--- src/rtl/hps_reset_event_ctrl_pkg.sv ---
// ---------------------------------------------------------------------------
// hps_rst_pkg
// Shared types and constants for the HPS reset-request / STM event front end.
//   req_e       : request kind, also the encoding of the last_req output
//   fsm_e       : request FSM states
//   SYNC_STAGES : flip-flops in every asynchronous-input synchroniser
//   pick_req()  : fixed priority cold > warm > debug over press strobes
// ---------------------------------------------------------------------------
package hps_rst_pkg;

  localparam int SYNC_STAGES = 2;

  typedef enum logic [1:0] {
    REQ_NONE  = 2'd0,
    REQ_COLD  = 2'd1,
    REQ_WARM  = 2'd2,
    REQ_DEBUG = 2'd3
  } req_e;

  typedef enum logic [2:0] {
    ST_IDLE,
    ST_ASSERT,
    ST_WAIT_LOW,
    ST_WAIT_HIGH,
    ST_HOLDOFF
  } fsm_e;

  // press[0] cold, press[1] warm, press[2] debug
  function automatic req_e pick_req(input logic [2:0] press);
    if (press[0])      return REQ_COLD;
    else if (press[1]) return REQ_WARM;
    else if (press[2]) return REQ_DEBUG;
    else               return REQ_NONE;
  endfunction

endpackage

--- src/rtl/hps_reset_event_ctrl_if.sv ---
// ---------------------------------------------------------------------------
// hps_reset_event_ctrl_if
// Fabric <-> HPS reset/event signals of the soc_system platform.
//   f2h_*_reset_req_n : active-low reset requests, fabric -> HPS
//   stm_hwevents      : single-cycle STM hardware events, fabric -> HPS
//   h2f_reset_n       : HPS -> fabric reset (asynchronous to the fabric clock)
// Modports: master = fabric controller, slave = HPS side.
// ---------------------------------------------------------------------------
interface hps_reset_event_ctrl_if #(
  parameter int N_EVENTS = 28
);
  logic                f2h_cold_reset_req_n;
  logic                f2h_warm_reset_req_n;
  logic                f2h_debug_reset_req_n;
  logic [N_EVENTS-1:0] stm_hwevents;
  logic                h2f_reset_n;

  modport master (
    output f2h_cold_reset_req_n, f2h_warm_reset_req_n, f2h_debug_reset_req_n,
    output stm_hwevents,
    input  h2f_reset_n
  );

  modport slave (
    input  f2h_cold_reset_req_n, f2h_warm_reset_req_n, f2h_debug_reset_req_n,
    input  stm_hwevents,
    output h2f_reset_n
  );
endinterface

--- src/rtl/hps_reset_event_ctrl_key_debounce.sv ---
// ---------------------------------------------------------------------------
// key_debounce
// One push-button: synchroniser, stable-level debounce counter, press strobe.
//   clk, rst_n : clock, asynchronous active-low reset
//   key_n      : raw asynchronous active-low button
//   press      : one-cycle strobe on a debounced 1->0 transition
//   level      : debounced level (only with HPS_RST_LONG_PRESS_EN)
// A new level is accepted after DEBOUNCE_CYCLES consecutive cycles in which
// the synced input differs from the current debounced level.
// ---------------------------------------------------------------------------
module key_debounce
  import hps_rst_pkg::*;
#(
  parameter int DEBOUNCE_CYCLES = 1000000
) (
  input  logic clk,
  input  logic rst_n,
  input  logic key_n,
  output logic press
`ifdef HPS_RST_LONG_PRESS_EN
  ,
  output logic level
`endif
);

  localparam int            CW       = $clog2(DEBOUNCE_CYCLES + 1);
  localparam logic [CW-1:0] CNT_LAST = CW'(DEBOUNCE_CYCLES - 1);

  logic [SYNC_STAGES-1:0] sync_q;
  logic                   synced;
  logic                   deb_q;
  logic [CW-1:0]          cnt_q;

  assign synced = sync_q[SYNC_STAGES-1];

  // NOTE: sequential state uses <= so every flop samples pre-edge values;
  // a blocking = would collapse the synchroniser stages into one.
  always_ff @(posedge clk or negedge rst_n) begin
    if (!rst_n) begin
      sync_q <= '1;
      deb_q  <= 1'b1;
      cnt_q  <= '0;
      press  <= 1'b0;
    end else begin
      sync_q <= {sync_q[SYNC_STAGES-2:0], key_n};
      press  <= 1'b0;
      if (synced == deb_q) begin
        cnt_q <= '0;
      end else if (cnt_q >= CNT_LAST) begin
        deb_q <= synced;
        cnt_q <= '0;
        // Differing levels with deb_q=1 means a press; releases stay silent.
        press <= deb_q;
      end else begin
        cnt_q <= cnt_q + 1'b1;
      end
    end
  end

`ifdef HPS_RST_LONG_PRESS_EN
  assign level = deb_q;
`endif

endmodule

--- src/rtl/hps_reset_event_ctrl.sv ---
// ---------------------------------------------------------------------------
// hps_reset_event_ctrl
// FPGA front end for the HPS reset-request and STM hardware-event inputs.
//   clk_clk       : system clock
//   reset_reset_n : asynchronous active-low reset; must never be derived from
//                   h2f_reset_n, or a warm reset would wipe this block mid-cycle
//   key_n[2:0]    : raw active-low buttons, [0] cold, [1] warm, [2] debug
//   hw_event_in   : asynchronous fabric event levels
//   hps           : master side of hps_reset_event_ctrl_if (req_n, STM, h2f)
//   busy          : request FSM not in IDLE
//   last_req      : last request issued (req_e encoding)
// Optional: HPS_RST_LONG_PRESS_EN escalates a long warm-key hold to a cold
// request once the FSM is back in IDLE.
// ---------------------------------------------------------------------------
module hps_reset_event_ctrl
  import hps_rst_pkg::*;
#(
  parameter int DEBOUNCE_CYCLES = 1000000,
  parameter int PULSE_CYCLES    = 16,
  parameter int WAIT_TIMEOUT    = 5000000,
  parameter int HOLDOFF_CYCLES  = 1000,
  parameter int N_EVENTS        = 28
`ifdef HPS_RST_LONG_PRESS_EN
  ,
  parameter int LONG_CYCLES     = 100000000
`endif
) (
  input  logic                   clk_clk,
  input  logic                   reset_reset_n,
  input  logic [2:0]             key_n,
  input  logic [N_EVENTS-1:0]    hw_event_in,
  hps_reset_event_ctrl_if.master hps,
  output logic                   busy,
  output logic [1:0]             last_req
);

  localparam int             PCW        = $clog2(PULSE_CYCLES + 1);
  localparam int             TCW        = $clog2(WAIT_TIMEOUT + 1);
  localparam int             HCW        = $clog2(HOLDOFF_CYCLES + 1);
  localparam logic [PCW-1:0] PULSE_LAST = PCW'(PULSE_CYCLES - 1);
  localparam logic [PCW-1:0] PULSE_MAX  = PCW'(PULSE_CYCLES);
  localparam logic [TCW-1:0] TMO_LAST   = TCW'(WAIT_TIMEOUT - 1);
  localparam logic [TCW-1:0] TMO_MAX    = TCW'(WAIT_TIMEOUT);
  localparam logic [HCW-1:0] HOLD_LAST  = HCW'(HOLDOFF_CYCLES - 1);
  localparam logic [HCW-1:0] HOLD_MAX   = HCW'(HOLDOFF_CYCLES);

  logic [2:0]             press;
  logic [SYNC_STAGES-1:0] h2f_sync_q;
  logic                   h2f_synced;
  fsm_e                   state_q, state_d;
  req_e                   last_q, sel_d;
  logic [2:0]             req_n_q, req_n_d;
  logic [PCW-1:0]         pulse_q;
  logic [TCW-1:0]         tmo_q;
  logic [HCW-1:0]         hold_q;

`ifdef HPS_RST_LONG_PRESS_EN
  logic [2:0] key_level;
`endif

  for (genvar k = 0; k < 3; k++) begin : g_key
    key_debounce #(.DEBOUNCE_CYCLES(DEBOUNCE_CYCLES)) u_key (
      .clk   (clk_clk),
      .rst_n (reset_reset_n),
      .key_n (key_n[k]),
      .press (press[k])
`ifdef HPS_RST_LONG_PRESS_EN
      ,
      .level (key_level[k])
`endif
    );
  end

  assign h2f_synced = h2f_sync_q[SYNC_STAGES-1];

`ifdef HPS_RST_LONG_PRESS_EN
  localparam int             LCW       = $clog2(LONG_CYCLES + 1);
  localparam logic [LCW-1:0] LONG_LAST = LCW'(LONG_CYCLES - 1);
  localparam logic [LCW-1:0] LONG_MAX  = LCW'(LONG_CYCLES);

  logic [LCW-1:0] long_q;
  logic           long_window;
  logic           long_fire;

  // The hold is measured only while IDLE/HOLDOFF; it saturates at
  // LONG_CYCLES, so a threshold crossing that lands in HOLDOFF is lost.
  assign long_window = (state_q == ST_IDLE) || (state_q == ST_HOLDOFF);
  assign long_fire   = !key_level[1] && long_window && (long_q == LONG_LAST);

  always_ff @(posedge clk_clk or negedge reset_reset_n) begin
    if (!reset_reset_n)                      long_q <= '0;
    else if (key_level[1])                   long_q <= '0;
    else if (long_window && long_q != LONG_MAX) long_q <= long_q + 1'b1;
  end
`endif

  always_comb begin
    // NOTE: every output gets a default first so no path leaves one
    // unassigned; a missed path in always_comb would infer a latch.
    state_d = state_q;
    sel_d   = last_q;
    req_n_d = 3'b111;
    unique case (state_q)
      ST_IDLE: begin
        if (|press) begin
          state_d = ST_ASSERT;
          sel_d   = pick_req(press);
        end
`ifdef HPS_RST_LONG_PRESS_EN
        else if (long_fire) begin
          state_d = ST_ASSERT;
          sel_d   = REQ_COLD;
        end
`endif
      end
      ST_ASSERT: begin
        if (pulse_q == PULSE_LAST)
          state_d = (last_q == REQ_DEBUG) ? ST_HOLDOFF : ST_WAIT_LOW;
      end
      ST_WAIT_LOW: begin
        if (tmo_q == TMO_LAST) state_d = ST_HOLDOFF;
        else if (!h2f_synced)  state_d = ST_WAIT_HIGH;
      end
      ST_WAIT_HIGH: begin
        if (tmo_q == TMO_LAST || h2f_synced) state_d = ST_HOLDOFF;
      end
      ST_HOLDOFF: begin
        if (hold_q == HOLD_LAST) state_d = ST_IDLE;
      end
      default: state_d = ST_IDLE;
    endcase

    // Requests are registered from the next state, so the pulse covers
    // exactly the cycles the FSM spends in ASSERT.
    if (state_d == ST_ASSERT) begin
      case (sel_d)
        REQ_COLD:  req_n_d[0] = 1'b0;
        REQ_WARM:  req_n_d[1] = 1'b0;
        REQ_DEBUG: req_n_d[2] = 1'b0;
        default:   req_n_d    = 3'b111;
      endcase
    end
  end

  always_ff @(posedge clk_clk or negedge reset_reset_n) begin
    if (!reset_reset_n) begin
      state_q    <= ST_IDLE;
      last_q     <= REQ_NONE;
      req_n_q    <= 3'b111;
      pulse_q    <= '0;
      tmo_q      <= '0;
      hold_q     <= '0;
      h2f_sync_q <= '1;
    end else begin
      state_q    <= state_d;
      last_q     <= sel_d;
      req_n_q    <= req_n_d;
      h2f_sync_q <= {h2f_sync_q[SYNC_STAGES-2:0], hps.h2f_reset_n};
      // Each counter clears outside its state(s) and saturates inside; the
      // timeout spans WAIT_LOW and WAIT_HIGH, so it clears only on entry.
      pulse_q <= (state_q != ST_ASSERT) ? '0 :
                 (pulse_q == PULSE_MAX) ? pulse_q : pulse_q + 1'b1;
      tmo_q   <= (state_q != ST_WAIT_LOW && state_q != ST_WAIT_HIGH) ? '0 :
                 (tmo_q == TMO_MAX) ? tmo_q : tmo_q + 1'b1;
      hold_q  <= (state_q != ST_HOLDOFF) ? '0 :
                 (hold_q == HOLD_MAX) ? hold_q : hold_q + 1'b1;
    end
  end

  // STM events: 2-stage sync, then a registered rising-edge detect.
  logic [N_EVENTS-1:0] ev_sync_q [SYNC_STAGES];
  logic [N_EVENTS-1:0] ev_d_q;
  logic [N_EVENTS-1:0] stm_q;

  always_ff @(posedge clk_clk or negedge reset_reset_n) begin
    if (!reset_reset_n) begin
      // NOTE: this array is a flop pipeline, not RAM, so resetting it is
      // intended and keeps spurious pulses out of the first cycles.
      for (int s = 0; s < SYNC_STAGES; s++) ev_sync_q[s] <= '0;
      ev_d_q <= '0;
      stm_q  <= '0;
    end else begin
      ev_sync_q[0] <= hw_event_in;
      for (int s = 1; s < SYNC_STAGES; s++) ev_sync_q[s] <= ev_sync_q[s-1];
      ev_d_q <= ev_sync_q[SYNC_STAGES-1];
      stm_q  <= ev_sync_q[SYNC_STAGES-1] & ~ev_d_q;
    end
  end

  assign hps.f2h_cold_reset_req_n  = req_n_q[0];
  assign hps.f2h_warm_reset_req_n  = req_n_q[1];
  assign hps.f2h_debug_reset_req_n = req_n_q[2];
  assign hps.stm_hwevents          = stm_q;
  assign busy                      = (state_q != ST_IDLE);
  assign last_req                  = last_q;

endmodule

--- src/flat_wrapper.sv ---
// flat-port wrapper written by rule: the top's interface ports become plain ports
module hps_reset_event_ctrl_flat import hps_rst_pkg::*;
#(
  parameter int DEBOUNCE_CYCLES = 1000000,
  parameter int PULSE_CYCLES    = 16,
  parameter int WAIT_TIMEOUT    = 5000000,
  parameter int HOLDOFF_CYCLES  = 1000,
  parameter int N_EVENTS        = 28

)
  (clk_clk, reset_reset_n, key_n, hw_event_in, busy, last_req, hps_f2h_cold_reset_req_n, hps_f2h_warm_reset_req_n, hps_f2h_debug_reset_req_n, hps_stm_hwevents, hps_h2f_reset_n);
  hps_reset_event_ctrl_if #(.N_EVENTS(N_EVENTS)) hps_i ();
  input  logic clk_clk;
  input  logic reset_reset_n;
  input  logic [2:0] key_n;
  input  logic [N_EVENTS-1:0] hw_event_in;
  output logic busy;
  output logic [1:0] last_req;
  output wire logic [$bits(hps_i.f2h_cold_reset_req_n)-1:0] hps_f2h_cold_reset_req_n;
  output wire logic [$bits(hps_i.f2h_warm_reset_req_n)-1:0] hps_f2h_warm_reset_req_n;
  output wire logic [$bits(hps_i.f2h_debug_reset_req_n)-1:0] hps_f2h_debug_reset_req_n;
  output wire logic [$bits(hps_i.stm_hwevents)-1:0] hps_stm_hwevents;
  input wire logic [$bits(hps_i.h2f_reset_n)-1:0] hps_h2f_reset_n;
  assign hps_f2h_cold_reset_req_n = hps_i.f2h_cold_reset_req_n;
  assign hps_f2h_warm_reset_req_n = hps_i.f2h_warm_reset_req_n;
  assign hps_f2h_debug_reset_req_n = hps_i.f2h_debug_reset_req_n;
  assign hps_stm_hwevents = hps_i.stm_hwevents;
  assign hps_i.h2f_reset_n = hps_h2f_reset_n;
  hps_reset_event_ctrl #(.DEBOUNCE_CYCLES(DEBOUNCE_CYCLES), .PULSE_CYCLES(PULSE_CYCLES), .WAIT_TIMEOUT(WAIT_TIMEOUT), .HOLDOFF_CYCLES(HOLDOFF_CYCLES), .N_EVENTS(N_EVENTS)) u_core (.clk_clk(clk_clk), .reset_reset_n(reset_reset_n), .key_n(key_n), .hw_event_in(hw_event_in), .hps(hps_i), .busy(busy), .last_req(last_req));
endmodule
--- config.mk ---
export PLATFORM = sky130hd
export DESIGN_NAME = hps_reset_event_ctrl_flat
export DESIGN_NICKNAME = d
export VERILOG_FILES = /design/src/rtl/hps_reset_event_ctrl_pkg.sv /design/src/rtl/hps_reset_event_ctrl_if.sv /design/src/rtl/hps_reset_event_ctrl_key_debounce.sv /design/src/rtl/hps_reset_event_ctrl.sv /design/src/flat_wrapper.sv
export SDC_FILE = /design/constraint.sdc
export NUM_CORES = 1
export LEC_CHECK = 0
export CORE_MARGIN = 10
export CORE_UTILIZATION = 50
export CTS_CLUSTER_SIZE = 40
export DETAILED_ROUTE_END_ITERATION = 16
export PLACE_DENSITY_LB_ADDON = 0.08
export REMOVE_ABC_BUFFERS = 1
export SYNTH_ARGS = -nofsm -noshare
export SYNTH_HDL_FRONTEND = slang
export SYNTH_SLANG_ARGS = --single-unit
--- constraint.sdc ---
create_clock -name clk_clk -period 2.2 [get_ports clk_clk]
set_input_delay 0.33 -clock clk_clk [delete_from_list [all_inputs] [get_ports clk_clk]]
set_output_delay 0.33 -clock clk_clk [all_outputs]
set_load 0.02 [all_outputs]
# Word-level counts from Yosys, hierarchy flattened
# Cells that the tools add are included.
[totals]
elab_cells = 105
in_bits = 34
mem_bits_ro = 0
memories = 0
latch_bits = 0
out_inout_bits = 34
regBits = 232
ram_bits = 0
[classes]
n_div = 0
mul = 0
add_sub_neg = 6
n_eq_ne = 25
n_reduce_logical = 8
shifts = 0
n_lt_le_gt_ge = 3
n_bitwise = 5
n_mux = 35
[ops]
columns = ["operator", "count"]
rows = [
  ["$mux W20", 6],
  ["$add A20 B1 Y20 const B", 3],
  ["$ge A20 B20 Y1 const B", 3],
  ["$eq A23 B23 Y1 const B", 2],
  ["$mux W23", 2],
  ["$and A28 B28 Y28", 1],
  ["$not A28 Y28", 1],
  ["$mux W3", 8],
  ["$add A23 B1 Y23 const B", 1],
  ["$eq A10 B10 Y1 const B", 2],
  ["$mux W10", 2],
  ["$pmux W3 S5", 1],
  ["$add A10 B1 Y10 const B", 1],
  ["$mux W2", 5],
  ["$mux W5", 2],
  ["$mux W1", 9],
  ["$eq A2 B2 Y1 const B", 3],
  ["$eq A3 B1 Y1 const B", 2],
  ["$eq A3 B2 Y1 const B", 2],
  ["$ne A2 B1 Y1 const B", 3],
  ["$ne A3 B2 Y1 const B", 2],
  ["$reduce_and A2 Y1", 3],
  ["$add A5 B1 Y5 const B", 1],
  ["$eq A5 B4 Y1 const B", 1],
  ["other kinds (12)", 16],
]

# Longest topological paths before layout
# Gate-level depths: netlist (run 1).
[logic_depth]
word_depth = 8
depth_mapped = 8
mapped_depth_nobuf = 7

# By module
# From an unflattened synthesis (run 1), not the netlist that was laid out.
[hier_totals]
cells_unflattened = 744
hier_area_um2 = 9031.2
[by_module_without_submodules]
columns = ["module", "area_per_inst_um2", "cells_each", "seq_area_each_um2", "n_inst"]
rows = [
  ["hps_reset_event_ctrl", 5484.0, 396, 4010.1, 1],
  ["key_debounce", 1182.4, 116, 604.3, 3],
]

# Worst setup path before layout (run 1)
# Ideal clock, no wire load.
[synth_path]
kind = "register -> register"
start = "register u_core.g_key[0].u_key.cnt_q[12]"
end = "register u_core.g_key[0].u_key.cnt_q[13]"
required_time_ns = 2.130
path_slack_ns = 0.326
setup_time_ns = 0.070
t_arrival_ns = 1.804
period_less_slack_ns = 1.874
stages_incl_launch_ff = 8
path_buffers = 2
path_cell_list = "dfrtp_1 -> or4_1 -> a211oi_2 -> o21bai_1 -> a21bo_1 -> buf_6 -> buf_12 -> nor2_4"
[synth_via]
elab_chain_cells = 3
elab_cells_between_ends = 4
classes_between = "add/sub: 1; order compare: 1; mux: 2"
[synth_rtl]
columns = ["element", "line", "rtl"]
rows = [
  ["from (decl)", "hps_reset_event_ctrl_key_debounce.sv:32", "logic [CW-1:0] cnt_q;"],
  ["from (signal assigned)", "hps_reset_event_ctrl_key_debounce.sv:55", "cnt_q <= cnt_q + 1'b1;"],
  ["$add A20 B1 Y20 / $ge A20 B20 Y1 (equally long branches)", "hps_reset_event_ctrl_key_debounce.sv:55, hps_reset_event_ctrl_key_debounce.sv:49", ""],
  ["$mux W20 (*)", "hps_reset_event_ctrl_key_debounce.sv:49", "end else if (cnt_q >= CNT_LAST) begin"],
  ["$mux W20 (*)", "hps_reset_event_ctrl_key_debounce.sv:47", "if (synced == deb_q) begin"],
]
# Mark *: on every way between the ends. The rest lies on a longest branch, timed or not.
# A chain may end at the register's enable or synchronous reset.

# Worst setup path in the final report (run 1)
# Ends and elaborated chain as after synthesis.

==> run_results.csv, run 1 <==
group,metric,value,unit
sta,rsz0062_at_grt,"no",
clock_network,clk_latency,0.51,ns
floorplanning,io_pins,68,
setup_path,critical_path.max_stage_delay,0.59,ns
power,power_leakage,0.004551,uW
clock_network,cts_buffer_depth,3,
floorplanning,die_w,152.2,um
sta,fin_worst_skew,0.004810,ns
setup_path,crit_family,"simple AND/OR/NAND/NOR gates",
sta,finalSetupViolations,0,
clock_network,cts_made_buffers,25,
clock_network,cts_tree,"yes",
sta,report.final.slew_viol_count,0,
sta,worst_pin_slew,0.5666,ns
place,dpl.hpwl,10490,um
setup_path,reg2reg_to,"u_core.g_key[0].u_key.cnt_q[13]",
yosys,ys_seq_elements,232,
floorplanning,rows,48,
final_layout,final_layout_size_suffix_gt1_share,11.34,%
setup_path,rr_worst_depth,6,
routing,drtPass1Iterations,4,
grt,gr-usage-met1,15.93,%
sta,final-hold-violation-count,0,
sta,fin_crit,2.018,ns
setup_path,crit_chain,"or4_1 > a211oi_2 > o21bai_1 > a21bo_1 > buf_4 > nor2_4",
power,vdd_drop_max,0.6874,mV
grt,gr-usage-met2,24.42,%
routing,via_per_inst,5.065,
final_layout,stdcell_area,10670,sq um
yosys,synthCells,713,
sta,finalCritPeriodShare,91.74,%
final_layout,antenna_cells,0,
final_layout,area_growth,22.10,%
sta,max_freq,495.5,MHz
routing,via_count,5339,
floorplanning,die_height,152.2,um
clock_network,htreeDepth,1,
setup_path,cp_slowest_cell,"or4_1",
setup_path,r2r-start,"u_core.g_key[0].u_key.cnt_q[12]",
grt,grt_antenna_before_repair,0,
final_layout,fin_util,61.91,%
yosys,synth_top_cells_by_area,"dfrtp_1 (62%), nor2_1 (4.4%), xnor2_1 (4.4%)",
setup_path,crit_fanout,8,
yosys,synth_area_per_cell,12.26,sq um
yosys,ys_seq_area_share,66.63,%
clock_network,path_clk_slew,0.06,ns
min_path,hp-start,"key_n[2]",
power,cellPowerDensity,858.4,nW/um^2
final_layout,nFillCells,1299,
yosys,yosys_warnings,0,
yosys,synth_edf_count,0,
yosys,synth_cell_type_count,46,
min_path,whs_path_depth,1,
yosys,synth_area,8740,sq um
yosys,synth_top_area_cell,"dfrtp_1",
floorplanning,dieArea,23170,sq um
min_path,hold_path_end,"u_core.g_key[2].u_key.sync_q[0]",
min_path,hp-class,"input port to flop",
floorplanning,initial_core_util,50.70,%
setup_path,crit_required,2.65,ns
sta,slew_headroom,61.88,%
floorplanning,coreArea,17240,sq um
clock_network,cts_sinks,232,
grt,grt_start_max_net_pins,73,
routing,drc,0,
place,port-buffer-count,67,
yosys,ys.flop_type,"dfrtp_1",
grt,grt_use_met3,2.399,%
grt,grt.overflow.total,0,
routing,initialDrtViolationCount,235,
routing,wl_per_cell,14.83,um
setup_path,regToRegSetupSlack,0.18,ns
grt,busiest_layer,"met2",
setup_path,end_kind,"flop",
place,place_area,9771,sq um
yosys,async_flop_share,100.0,%
grt,grt_pass1_vias,5666,
yosys,yosys.area.top_type_share,62.42,%
setup_path,path_class,"flop to flop",
place,gp_congestion,0.8472,
clock_network,cts_root_buf,"clkbuf_16",
clock_network,cts_setup_buffers,0,
grt,grt_usage,13.46,%
final_layout,fin_nets,854,
setup_path,crit_buf_inv,1,
grt,grt_pass1_wl,27100,um
outcome,status,"complete, no violations",
setup_path,start_kind,"flop",
routing,antenna_left,0,
run,maxCapViolations,0,
routing,wl,15630,um
setup_path,critPathArrivalTime,2.46,ns
[cell families after synthesis]
| group | synth area share, % |
|---|---|
| XOR/XNOR | 8.017 |
| AO/OA/AOI/OAI | 2.649 |
| multiplexers | 0.7301 |
| buffers and inverters | 1.646 |
| flip-flops | 66.63 |
| AND/OR/NAND/NOR | 18.90 |
| adder cells (fa/ha/maj) | 1.432 |
[where the power goes]
group	switching, uW	internal (uW)	total, uW
registers	53.8	4400	4450
logic	175	143	318
clock network	1660	2730	4390
total	1890	7270	9160
[cells in the final DEF (no fill, tap or decap), types with 20 or more instances in the layout]
cell type	synthesis	routed
nor3_1	21	21
xor2_1	36	36
nor2_1	103	103
dfrtp_1	218	218
xnor2_1	44	44
nor2b_1	30	30
inv_1	20	20
clkbuf_16	0	25
nand3_1	33	33
nand2_1	39	39
clkdlybuf4s50_1	0	65
[metrics by stage]
| stage | setup TNS, ns | setup WS [ns] | hold slack [ns] | power [uW] | instances |
|---|---|---|---|---|---|
| final | 0 | 0.1817 | 0.2211 | 9160 | 1054 |
| after global routing | 0 | 0.06795 | 0.2085 | 9500 | 1054 |
| after CTS | 0 | 0.1390 | 0.2000 | 9297 | 1054 |
| after detailed placement | 0 | 0.1891 | 0.3346 | 4858 | 1007 |
| after global placement | 0 | 0.2393 | 0.3315 | 4847 | 1007 |
| after floorplan | -3.909 | -0.2001 | 0.03441 | 4605 | 701 |
[Yosys cell counts, types with 7 or more instances]
cell,count
dfrtp_1,218
nor2_1,103
xnor2_1,44
nand2_1,39
xor2_1,36
nand3_1,33
nor2b_1,30
nor3_1,21
inv_1,20
nand4_1,18
and3_1,16
dfstp_2,14
a21oi_1,12
o21ai_0,12
clkbuf_1,10
ha_1,10
nor2_4,9
nor4_1,7
nor4b_1,7
[how the worst max path moves through the flow]
stage,depth (start not counted),from,slack [ns],to
floorplan,6,u_core.g_key[1].u_key.cnt_q[0],-0.20,u_core.g_key[1].u_key.cnt_q[10]
global placement,6,u_core.g_key[0].u_key.cnt_q[12],0.24,u_core.g_key[0].u_key.cnt_q[13]
detailed placement,6,u_core.g_key[0].u_key.cnt_q[12],0.19,u_core.g_key[0].u_key.cnt_q[11]
CTS,3,u_core.state_q[0],0.14,busy
global route,3,u_core.state_q[0],0.07,busy
finish,6,u_core.g_key[0].u_key.cnt_q[12],0.18,u_core.g_key[0].u_key.cnt_q[13]
[per-layer routing]
layer  share of wire (%)  wire, um  vias to the layer above
li1                    -         -                     2573
met1                  42      6627                     2662
met2                  52      8133                       74
met3                 3.0       468                       30
met4                 2.6       401                        0
met5                   0         0                        -
[worst register-to-register path, delay by kind of cell (launching register included)]
kind	cells	cell delay [ns]
buffers and inverters	1	0.23
DFF	1	0.42
and+or+nand+nor	2	0.70
AOI/OAI and AO/OA	3	0.60
[sequential cells by signal (all words and copies together), names as in the netlist, 5 cells and up]
signal / flops
u_core.ev_sync_q: 56
u_core.g_key.u_key.cnt_q: 60
u_core.hps.stm_hwevents: 28
u_core.pulse_q: 5
u_core.tmo_q: 23
u_core.hold_q: 10
u_core.g_key.u_key.sync_q: 6
u_core.ev_d_q: 28
[cell type report]
class / instances / area [sq um] / area share [%]
Sequential cell: 232 / 5823 / 54.57
Multi-Input combinational cell: 449 / 2773 / 25.98
Timing Repair Buffer: 82 / 827.0 / 7.750
Clock buffer: 32 / 701.9 / 6.578
Tap cell: 225 / 281.5 / 2.638
Clock inverter: 14 / 190.2 / 1.782
Inverter: 20 / 75.07 / 0.7035
[what timing repair did]
item                                   CTS  global route
endpoints found under the hold margin   63             0
hold buffers                             1             0
setup endpoints to repair                1             0
resized for setup                        1             0
Power figures use the tool's default switching activity.
==> run 2: changes to the inputs <==
--- a/config.mk
+++ b/config.mk
@@ -7,10 +7,11 @@
 export LEC_CHECK = 0
 export CORE_MARGIN = 10
 export CORE_UTILIZATION = 50
-export CTS_CLUSTER_SIZE = 40
+export CTS_CLUSTER_SIZE = 10
 export DETAILED_ROUTE_END_ITERATION = 16
 export PLACE_DENSITY_LB_ADDON = 0.08
 export REMOVE_ABC_BUFFERS = 1
 export SYNTH_ARGS = -nofsm -noshare
 export SYNTH_HDL_FRONTEND = slang
+export SYNTH_HIERARCHICAL = 1
 export SYNTH_SLANG_ARGS = --single-unit
==> constraint.sdc (replaced) <==
create_clock -name clk_clk -period 2 [get_ports clk_clk]
set_input_delay 0.3 -clock clk_clk [delete_from_list [all_inputs] [get_ports clk_clk]]
set_output_delay 0.3 -clock clk_clk [all_outputs]
set_load 0.02 [all_outputs]
==> run 2 against run 1 <==
Compared with the run above: count of clock-buffer cells in the layout is 8 higher; synthesized cell count is 4.3% higher; area after synthesis is 3.3% higher; sequential share of layout area is 1.2 points lower; final cell count is 4.2% higher; global-route usage is 1.0 points higher; combinational power is 13% higher; design area is 2.4% higher; via count is 10% higher; highest routed layer unchanged.
==> run_results.csv, run 2 <==
group,metric,value,unit
routing,wl_per_cell,15.54,um
yosys,yosysMostFrequentCell,"dfrtp_1",
final_layout,area_growth,20.98,%
final_layout,largest-register,"u_core/g_key.u_key/cnt_q",
final_layout,fin_nets,901,
setup_path,endpoint,"hps_f2h_cold_reset_req_n",
routing,initialDrtViolationCount,263,
setup_path,startpoint,"u_core/req_n_q[0]",
routing,via_per_inst,5.355,
power,p_seq_share,51.7,%
setup_path,crit_fanout,1,
yosys,synth_edf_count,0,
sta,finalSetupViolations,0,
floorplanning,coreArea,17840,sq um
yosys,ys.flop_type,"dfrtp_1",
yosys,ys_seq_area_share,64.48,%
final_layout,fin_util,61.24,%
clock_network,path_clk_slew,0.06,ns
setup_path,crit_required,1.70,ns
final_layout,largest_reg_flops,60,
clock_network,htreeDepth,1,
place,dpl.hpwl,11800,um
sta,worst_pin_slew,0.5540,ns
setup_path,critPathArrivalTime,1.64,ns
setup_path,r2r-start,"u_core/g_key[1].u_key/cnt_q[10]",
setup_path,end_kind,"primary output",
power,power_leakage,0.004694,uW
sta,setup_tns,0,ns
yosys,async_flop_share,100.0,%
sta,fin_worst_skew,0.007486,ns
setup_path,reg2reg_to,"u_core/g_key[1].u_key/cnt_q[4]",
final_layout,stdcell_count,1098,
floorplanning,die_height,154.4,um
routing,drtPass1Iterations,4,
power,power_frac_clock,44.5,%
power,switching_share,20.60,%
final_layout,final_common_cell,"dfrtp_1",
yosys,synthCells,744,
grt,grt_usage,14.48,%
routing,via_count,5880,
setup_path,cp_slowest_cell,"clkdlybuf4s50_1",
sta,fin_crit,1.941,ns
setup_path,rr_worst_depth,5,
yosys,synth_cell_type_count,54,
sta,finalCritPeriodShare,97.07,%
setup_path,regToRegSetupSlack,0.09,ns
setup_path,path_class,"flop to primary output",
clock_network,clk_latency,0.52,ns
yosys,synth_area,9031,sq um
clock_network,cts_made_buffers,27,
routing,drc,0,
yosys,synth_area_per_cell,12.14,sq um
run,maxCapViolations,0,
yosys,yosys_warnings,6,
yosys,yosys.area.top_type_share,60.40,%
floorplanning,dieArea,23840,sq um
setup_path,crit_buf_inv,1,
sta,final-hold-violation-count,0,
sta,slew_headroom,62.78,%
power,p_comb_share,3.8,%
clock_network,cts_root_buf,"clkbuf_16",
final_layout,nFillCells,1396,
yosys,synth_top_area_cell,"dfrtp_1",
routing,antenna_left,0,
setup_path,critical_path.max_stage_delay,0.61,ns
routing,wl,17070,um
grt,grt_antenna_before_repair,0,
clock_network,cts_sinks,232,
grt,grt_pass1_vias,6218,
floorplanning,rows,49,
setup_path,crit_family,"buffers and inverters",
final_layout,ff_latch_area,5826,sq um
yosys,synth.cells.most_frequent,"dfrtp_1 (218), nor2_1 (76), nand2_1 (40)",
sta,rsz0062_at_grt,"yes",
power,switchingPower,1954,uW
grt,grt_start_max_net_pins,59,
place,port-buffer-count,67,
final_layout,top_regs,"u_core/g_key.u_key/cnt_q (60), u_core/ev_sync_q (56)",
yosys,ys_seq_elements,232,
final_layout,multi_input_area,3034,sq um
min_path,hp-class,"input port to flop",
clock_network,cts_tree,"yes",
place,gp_congestion,0.8374,
grt,grt_pass1_wl,29610,um
floorplanning,io_pins,68,
final_layout,antenna_cells,0,
floorplanning,initial_core_util,50.62,%
sta,report.final.slew_viol_count,0,
power,p_int,7535,uW
power,vdd_drop_max,0.8830,mV
floorplanning,die_w,154.4,um
place,dp.cells,1055,
setup_path,crit_chain,"clkdlybuf4s50_1",
setup_path,start_kind,"flop",
outcome,status,"complete, no violations",
setup_path,crit_cells,1,
final_layout,final_layout_size_suffix_gt1_share,11.16,%
grt,grt.overflow.total,0,
power,cellPowerDensity,868.6,nW/um^2
final_layout,layout_common_cells,"dfrtp_1 (216), nor2_1 (74), clkdlybuf4s50_1 (65)",
clock_network,cts_buffer_depth,3,
yosys,synth_top_cells_by_area,"dfrtp_1 (60%), dfstp_2 (4.1%), xor2_1 (3.5%)",
sta,max_freq,515.1,MHz
[run 2: layer usage]
layer	vias to the layer above	part of all wire [%]	global-route usage (%)
met5	-	0	0
met4	0	2.3	3.959
met3	33	3.8	2.856
met2	94	52	25.67
met1	2932	42	17.51
li1	2821	-	-
[run 2: final cells by class]
| class | instances | area share, % |
|---|---|---|
| repair buffers | 101 | 8.910 |
| clock inverters | 1 | 0.08016 |
| well taps | 229 | 2.623 |
| multi-input cells | 481 | 27.77 |
| flip-flops and latches | 232 | 53.32 |
| inverters | 14 | 0.4810 |
| clock buffers | 40 | 6.814 |
[run 2: how the worst min path moves through the flow]
stage / startpoint / end / depth (start not counted)
finish: hps_h2f_reset_n / u_core/h2f_sync_q[0] / 1
global route: key_n[2] / u_core/g_key[2].u_key/sync_q[0] / 1
CTS: hps_h2f_reset_n / u_core/h2f_sync_q[0] / 1
detailed placement: reset_reset_n / u_core/ev_d_q[12] / 1
global placement: reset_reset_n / u_core/ev_d_q[12] / 1
floorplan: reset_reset_n / u_core/ev_d_q[0] / 0
[run 2: logic make-up after synthesis]
| family | share of synthesized area [%] |
|---|---|
| AOI/OAI and AO/OA | 5.500 |
| xor gates and xnor gates | 6.304 |
| adders and majority gates | 1.385 |
| buffers and inverters | 2.078 |
| DFF | 64.48 |
| muxes | 0.8174 |
| and+or+nand+nor | 19.44 |
[run 2: timing repair]
action                                  CTS  global route
endpoints found under the setup margin    1            16
buffers inserted                          1             0
hold endpoints to repair                 39             0
pin swaps                                 1             1
hold buffers                              1             0
gates resized for setup                   2             6
[run 2: metrics by stage]
| stage | setup slack (ns) | hold slack, ns | total power [uW] | area, sq um |
|---|---|---|---|---|
| after floorplan | 0.1182 | 0.004409 | 5062 | 8896 |
| after global placement | 0.1134 | 0.2120 | 5337 | 10140 |
| after detailed placement | 0.04136 | 0.2168 | 5352 | 10140 |
| after CTS | 0.02483 | 0.1698 | 9654 | 10910 |
| after global routing | -0.002427 | 0.1834 | 9899 | 10930 |
| final | 0.05857 | 0.1930 | 9490 | 10930 |
[run 2: power by group through the flow]
stage / combinational [uW] / clock, uW / sequential (uW)
after global placement: 362 / 0 / 4970
after global routing: 402 / 4580 / 4920
after floorplan: 57.1 / 0 / 5000
after detailed placement: 370 / 0 / 4980
after CTS: 374 / 4380 / 4900
final: 360 / 4230 / 4900
